==> src/rtl/alu_seq_pkg.sv <==
// +----------------------------------------------------------------------+
// | Module  : alu_seq_pkg                                                |
// | Brief   : ALU function selects and state encoding for the sequencer  |
// | Rev     : 1.0  initial release                                       |
// +----------------------------------------------------------------------+
`default_nettype none

package alu_seq_pkg;

    localparam logic [4:0] FS_PASSA32 = 5'b10000;
    localparam logic [4:0] FS_ADD32   = 5'b10100;
    localparam logic [4:0] FS_SUB32   = 5'b10110;

    typedef enum logic [2:0] {
        S_IDLE = 3'd0,
        S_ADD  = 3'd1,
        S_DBL  = 3'd2,
        S_NEG  = 3'd3,
        S_DONE = 3'd4
    } seq_state_t;

endpackage

`default_nettype wire

==> src/rtl/alu_multiply_sequencer.sv <==
// +----------------------------------------------------------------------+
// | Module  : alu_multiply_sequencer                                     |
// | Brief   : 16x16->32 shift-and-add multiply using the shared ALU      |
// | Rev     : 1.0  initial release                                       |
// +----------------------------------------------------------------------+
`default_nettype none

module alu_multiply_sequencer
    import alu_seq_pkg::*;
(
    input  logic        Clock,
    input  logic        Reset,
    input  logic        Start,
    input  logic        Signed,
    input  logic [15:0] OpA,
    input  logic [15:0] OpB,
    input  logic [31:0] ALUOut,
    output logic [31:0] ALU_A,
    output logic [31:0] ALU_B,
    output logic [4:0]  ALU_FunSel,
    output logic        ALU_WF,
    output logic        Busy,
    output logic        Done,
    output logic [31:0] Product
);

    seq_state_t  state_q, state_d;
    logic [31:0] acc_q, acc_d;
    logic [31:0] mcand_q, mcand_d;
    logic [15:0] mplier_q, mplier_d;
    logic [3:0]  cnt_q, cnt_d;
    logic        negf_q, negf_d;
    logic [31:0] product_q, product_d;

    // 0x8000 negates to itself, which is the correct unsigned magnitude.
    function automatic logic [15:0] mag16(input logic [15:0] v, input logic sgn);
        return (sgn && v[15]) ? (~v + 16'd1) : v;
    endfunction

    always_ff @(posedge Clock) begin
        if (Reset) begin
            state_q   <= S_IDLE;
            acc_q     <= '0;
            mcand_q   <= '0;
            mplier_q  <= '0;
            cnt_q     <= '0;
            negf_q    <= 1'b0;
            product_q <= '0;
        end else begin
            state_q   <= state_d;
            acc_q     <= acc_d;
            mcand_q   <= mcand_d;
            mplier_q  <= mplier_d;
            cnt_q     <= cnt_d;
            negf_q    <= negf_d;
            product_q <= product_d;
        end
    end

    always_comb begin
        state_d   = state_q;
        acc_d     = acc_q;
        mcand_d   = mcand_q;
        mplier_d  = mplier_q;
        cnt_d     = cnt_q;
        negf_d    = negf_q;
        product_d = product_q;
        case (state_q)
            S_IDLE, S_DONE: begin
                if (Start) begin
                    mcand_d  = {16'h0000, mag16(OpA, Signed)};
                    mplier_d = mag16(OpB, Signed);
                    acc_d    = '0;
                    cnt_d    = '0;
                    negf_d   = Signed & (OpA[15] ^ OpB[15]);
                    state_d  = S_ADD;
                end else begin
                    state_d  = S_IDLE;
                end
            end
            S_ADD: begin
                acc_d   = ALUOut;
                state_d = S_DBL;
            end
            S_DBL: begin
                mcand_d  = ALUOut;
                mplier_d = mplier_q >> 1;
                cnt_d    = cnt_q + 4'd1;
                // Terminate on the last count value, not on the wrap to zero.
                if (cnt_q == 4'd15) begin
                    if (negf_q) begin
                        state_d = S_NEG;
                    end else begin
                        state_d   = S_DONE;
                        product_d = acc_q;
                    end
                end else begin
                    state_d = S_ADD;
                end
            end
            S_NEG: begin
                acc_d     = ALUOut;
                product_d = ALUOut;
                state_d   = S_DONE;
            end
            default: state_d = S_IDLE;
        endcase
    end

    always_comb begin
        ALU_A      = '0;
        ALU_B      = '0;
        ALU_FunSel = FS_PASSA32;
        ALU_WF     = 1'b0;
        Busy       = 1'b0;
        Done       = 1'b0;
        case (state_q)
            S_ADD: begin
                ALU_A      = acc_q;
                ALU_B      = mplier_q[0] ? mcand_q : 32'h0;
                ALU_FunSel = FS_ADD32;
                Busy       = 1'b1;
            end
            S_DBL: begin
                ALU_A      = mcand_q;
                ALU_B      = mcand_q;
                ALU_FunSel = FS_ADD32;
                Busy       = 1'b1;
            end
            S_NEG: begin
                ALU_B      = acc_q;
                ALU_FunSel = FS_SUB32;
                Busy       = 1'b1;
            end
            S_DONE: Done = 1'b1;
            default: ;
        endcase
    end

    assign Product = product_q;

endmodule

`default_nettype wire

==> config.mk <==
export PLATFORM = sky130hd
export DESIGN_NAME = alu_multiply_sequencer
export DESIGN_NICKNAME = d
export VERILOG_FILES = /design/src/rtl/alu_seq_pkg.sv /design/src/rtl/alu_multiply_sequencer.sv
export SDC_FILE = /design/constraint.sdc
export NUM_CORES = 1
export LEC_CHECK = 0
export ABC_AREA = 0
export CORE_MARGIN = 4
export CORE_UTILIZATION = 49
export CTS_BUF_LIST = sky130_fd_sc_hd__clkbuf_16
export CTS_CLUSTER_SIZE = 28
export DETAILED_ROUTE_END_ITERATION = 10
export GPL_TIMING_DRIVEN = 0
export PLACE_DENSITY = 0.82
export SYNTH_ARGS = -nofsm -noshare
export SYNTH_HDL_FRONTEND = slang
export SYNTH_SLANG_ARGS = --single-unit
==> constraint.sdc <==
create_clock -name Clock -period 2 [get_ports Clock]
set_input_delay 0.4 -clock Clock [delete_from_list [all_inputs] [get_ports Clock]]
set_output_delay 0.4 -clock Clock [all_outputs]
set_load 0.005 [all_outputs]
Word level (Yosys, flattened, before mapping)

Index checks and enable logic that the tools add are counted.

Output and inout bits: 104
Bits of input ports: 68
Memory bits (writable): 0
Flip-flop bits (word level): 120
Memories kept: 0
Bits in read-only memories: 0
Bits in latches: 0
Word-level logic and storage cells: 59

Reductions and logical operators: 14
Bitwise gates (word level): 4
Shift operators: 0
Muxes and demuxes: 23
$add $sub $neg: 3
Multiply operators: 0
Eq/ne operators: 8
$lt $le $gt $ge: 0
Div/mod/pow operators: 0

Operators with widths:

| kind                    | count |
|---|---|
| $pmux W32 S2            | 4 |
| $mux W32                | 5 |
| $pmux W32 S3            | 1 |
| $mux W16                | 3 |
| $add A16 B1 Y16 const B | 2 |
| $not A16 Y16            | 2 |
| $pmux W16 S2            | 1 |
| $pmux W3 S4             | 1 |
| $pmux W4 S2             | 1 |
| $eq A3 B2 Y1 const B    | 2 |
| $mux W3                 | 2 |
| $ne A2 B2 Y1 const B    | 3 |
| $pmux W3 S2             | 1 |
| $reduce_and A2 Y1       | 3 |
| $reduce_bool A2 Y1      | 3 |
| $reduce_or A2 Y1        | 3 |
| $add A4 B1 Y4 const B   | 1 |
| $eq A4 B4 Y1 const B    | 1 |
| $mux W4                 | 1 |
| $eq A3 B1 Y1 const B    | 1 |
| $eq A3 B3 Y1 const B    | 1 |
| $logic_not A3 Y1        | 1 |
| $mux W1                 | 3 |
| $reduce_and A3 Y1       | 1 |
| 4 further kinds         | 5 |

Logic depth before layout (Yosys ltp)

Word-level depth: 5
Depth in mapped cells: 7
Depth with buffers taken out: 6

Worst setup path after synthesis

Ideal clock, no wire load.

Kind: reg2out
Start point: reg state_q[1]
End point: out ALU_A[10]
Path buffers: 3
Required time: 1600 ps
Path slack: 178 ps
Data arrival time: 1422 ps
Cell stages (with the launch flop): 6
Path through: dfxtp_1 > buf_2 > nor3b_2 > clkbuf_1 > clkbuf_1 > a22o_1

Word-level cells in the longest chain between the ends: 2
Elaborated cells on any way between the ends: 3
Classes of those cells: eq/ne (2); mux (1)

RTL lines:

| what                                         | line                          | source |
|---|---|---|
| start: declaration                           | alu_multiply_sequencer.sv:27  | `seq_state_t state_q, state_d;` |
| start signal: assignment                     | alu_multiply_sequencer.sv:50  | `state_q <= state_d;` |
| $eq A3 B2 Y1 or $eq A3 B1 Y1 (tied branches) | alu_multiply_sequencer.sv:117 | `case (state_q)` |
| $pmux W32 S2 *                               | alu_multiply_sequencer.sv:117 |  |
| end: declaration                             | alu_multiply_sequencer.sv:18  | `output logic [31:0] ALU_A,` |

Every way passes the cells marked *; elsewhere a longest branch is shown, timed or not.

Worst setup path in the final report

Start point: reg state_q[2]
End point: out ALU_B[31]

Word-level cells in the longest chain between the ends: 2
Elaborated cells on any way between the ends: 4
Classes of those cells: eq/ne (3); mux (1)

RTL lines:

| what                                         | line                          | source |
|---|---|---|
| $eq A3 B2 Y1 or $eq A3 B1 Y1 (tied branches) | alu_multiply_sequencer.sv:117 |  |
| $pmux W32 S3 *                               | alu_multiply_sequencer.sv:117 |  |
| end: declaration                             | alu_multiply_sequencer.sv:19  | `output logic [31:0] ALU_B,` |

Marks and branches as above.

==> impl_metrics.toml <==
[clocking]
clk_latency_ns = 0.45
clockBufferDepth = 2
holdBufCountCts = 0
cts_made_buffers = 17
numClockSinks = 120
cts_tree = "built"
clockRootBuffer = "clkbuf_16"
h-tree-depth = 4
cts.clk_slew.worst_paths_ns = 0.06

[cells_and_area]
diodes = 0
drive_above_1_share_pct = 25.5
design_area_um2 = 9480
n_fill_cell = 754
area_growth_pct = 54.0
final_cell_mix = "117 x dfxtp_1, 92 x clkdlybuf4s50_1, 83 x a21oi_1, 70 x buf_2, 67 x a22o_1"
final_common_cell = "dfxtp_1"
fin_nets = 1061

[timing]
fin_crit_sh_pct = 121
fin_tns_setup_ns = -20.97
period_minus_slack_ns = 2.42
worst_slack_ns = -0.416
tightest_slew_ns = 0.756
rsz0062_at_grt = "true"
hold_slack_ns = 0.372
maxSlewViolCount = 0
hold_viol = 0
slew-limit-headroom_pct = 49.6
setup_violations = 76
fmax_mhz = 414
clock_skew_ns = 0.0251

[global_routing]
grtUsageTotal_pct = 39.8
grt_pass1_vias = 7969
overflow = 0
grt_max_degree = 17
antenna_found_initial = 1
grt_pass1_wl_um = 44400

[synth]
mappedNetlistArea_um2 = 6150
synth_top_area_share_pct = 39.0
synth_seq_cells = 120
netlist_instances = 744
avgSynthCellArea_um2 = 8.27
synth_top_area_cell = "dfxtp_1"
synth_edf_count = 0
synthArstFlopShare_pct = 0
synth.top_cells.by_area = "dfxtp_1 39%, a22o_1 9.8%, a21oi_1 6.8%"
ys.flop_type = "dfxtp_1"
yosysUniqueCellTypes = 63
yosysWarnings = 0
yosysSeqAreaShare_pct = 39.0

[power]
internal-power_mw = 5.18
clkPwrFrac_pct = 45.9
switchingPower_mw = 2.14
p_leak_nw = 3.85
p_sw_share_pct = 29.2
peakVddDrop_uv = 610
power_frac_seq_pct = 35.8
power_density_nw_per_um2 = 772
p_comb_share_pct = 18.3

[critical_path]
cp.required_ns = 1.60
crit_start = "state_q[2]"
start_kind = "register"
r2r_cells = 9
crit_path_end_kind = "output pin"
criticalPathCategory = "register to output pin"
worst_ep_arrival_time_ns = 2.02
reg2reg_setup_slack_ns = -0.29
cp_max_fo = 6
r2r-end = "mcand_q[15]"
endpoint = "ALU_B[31]"
r2r_start = "state_q[2]"

[run_status]
status = "finished, violations left"
violations = "setup timing"

[hold_path]
whs_path_depth = 3
min_path_type = "input pin to register"

[placement]
placed_cell_area_um2 = 8010
io_buffers = 164
hpwlAfterDp_um = 16600
place.gp.congestion = 0.936

[die]
start_util_pct = 50.6
ios = 172
core_um2 = 12200
die-width_um = 120
die_height_um = 120
die-area_um2 = 14400
row_count = 40

[routing]
drc = 0
num_vias = 8337
post_drt_wl_per_cell_um = 26.0
totalWireLength_um = 30500
drtIter0Drc = 2079
viasPerCell = 7.12
firstDrtPassIters = 7
antenna_left = 0

[flow_run]
drv_cap = 0
-- stage by stage --
step | instances | power, mW | setup WS [ns] | util, %
final | 1171 | 7.32 | -0.416 | 77.9
after global routing | 1171 | 7.46 | -0.432 | 77.9
after CTS | 1163 | 7.05 | -0.426 | 76.4
after detailed placement | 1078 | 3.63 | -0.920 | 65.9
after global placement | 1078 | 3.61 | -0.862 | 65.9
after floorplan | 746 | 3.15 | 0.178 | -
-- critical path: stages (launching register included) --
cell and delay [ns]:
dfxtp_4 0.36, buf_4 0.14, nand2b_4 0.16, nor2_4 0.15, buf_6 0.18, clkbuf_16 0.16
a22o_1 0.26, buf_2 0.16
-- synthesized netlist by cell type, drive strengths merged, types with 2 or more instances --
master / number
dfxtp: 120
a21oi: 84
a22o: 69
clkbuf: 58
nand2: 52
o21ai: 45
nand3: 41
a22oi: 40
nor2: 39
o22ai: 37
buf: 21
nor3: 12
a31oi: 11
inv: 10
nor4: 6
or3: 6
and2: 5
nor4bb: 5
xnor2: 5
a221oi: 4
a32oi: 4
mux2i: 4
nor3b: 4
or4: 4
xor2: 4
a31o: 3
and3: 3
ha: 3
nand3b: 3
nand4: 3
nand4b: 3
o31a: 3
o41ai: 3
or2: 3
or3b: 3
a21boi: 2
a21o: 2
conb: 2
nand2b: 2
o21a: 2
o311ai: 2
o31ai: 2
-- how the worst min path moves through the flow --
| stage | start | slack [ns] | end |
|---|---|---|---|
| final | OpB[10] | 0.37 | mplier_q[10] |
| after global routing | OpB[10] | 0.40 | mplier_q[10] |
| after CTS | OpB[15] | 0.44 | mplier_q[15] |
| after detailed placement | mplier_q[3] | 0.45 | mplier_q[2] |
| after global placement | mplier_q[3] | 0.44 | mplier_q[2] |
| after floorplan | mplier_q[3] | 0.43 | mplier_q[2] |
-- power by group through the flow --
stage | registers [mW] | logic [mW] | clock network, mW
floorplan | 2.62 | 0.529 | 0
global placement | 2.64 | 0.969 | 0
detailed placement | 2.64 | 0.983 | 0
CTS | 2.59 | 1.20 | 3.26
global route | 2.63 | 1.39 | 3.44
finish | 2.62 | 1.34 | 3.36
-- per-layer routing --
layer	GRT usage (%)	vias up	share of wire (%)
met4	29.2	2	9.3
met1	46.0	3707	33
li1	-	3343	-
met2	60.0	946	42
met3	14.9	339	16
met5	0	-	0.043
-- flip-flops by register name (all words and copies together) (netlist names) --
register,cells
state_q,3
mplier_q,16
acc_q,32
Product,32
mcand_q,32
cnt_q,4
negf_q,1
-- kinds of logic after synthesis --
| logic type | share of synthesized area (%) |
|---|---|
| other | 0.122 |
| muxes | 0.834 |
| adders and majority gates | 0.610 |
| DFF | 39.0 |
| xor gates and xnor gates | 1.28 |
| AOI/OAI and AO/OA | 35.3 |
| buffers and inverters | 6.14 |
| and+or+nand+nor | 16.7 |
-- timing repair --
action                     in CTS  in global routing
buffers inserted               49                 20
pin swaps                      52                 48
gates cloned                    4                  2
gates resized for setup       373                 85
setup endpoints to repair     121                152
-- layout make-up --
cell class,instances,area (um2),area share (%)
Multi-Input combinational cell,537,3560,37.5
Sequential cell,120,2410,25.4
Timing Repair Buffer,233,2070,21.8
Buffer,71,558,5.89
Clock buffer,17,425,4.49
Tap cell,168,210,2.22
Clock inverter,15,200,2.11
Inverter,10,45.0,0.475
(Power assumes the default switching activity.)
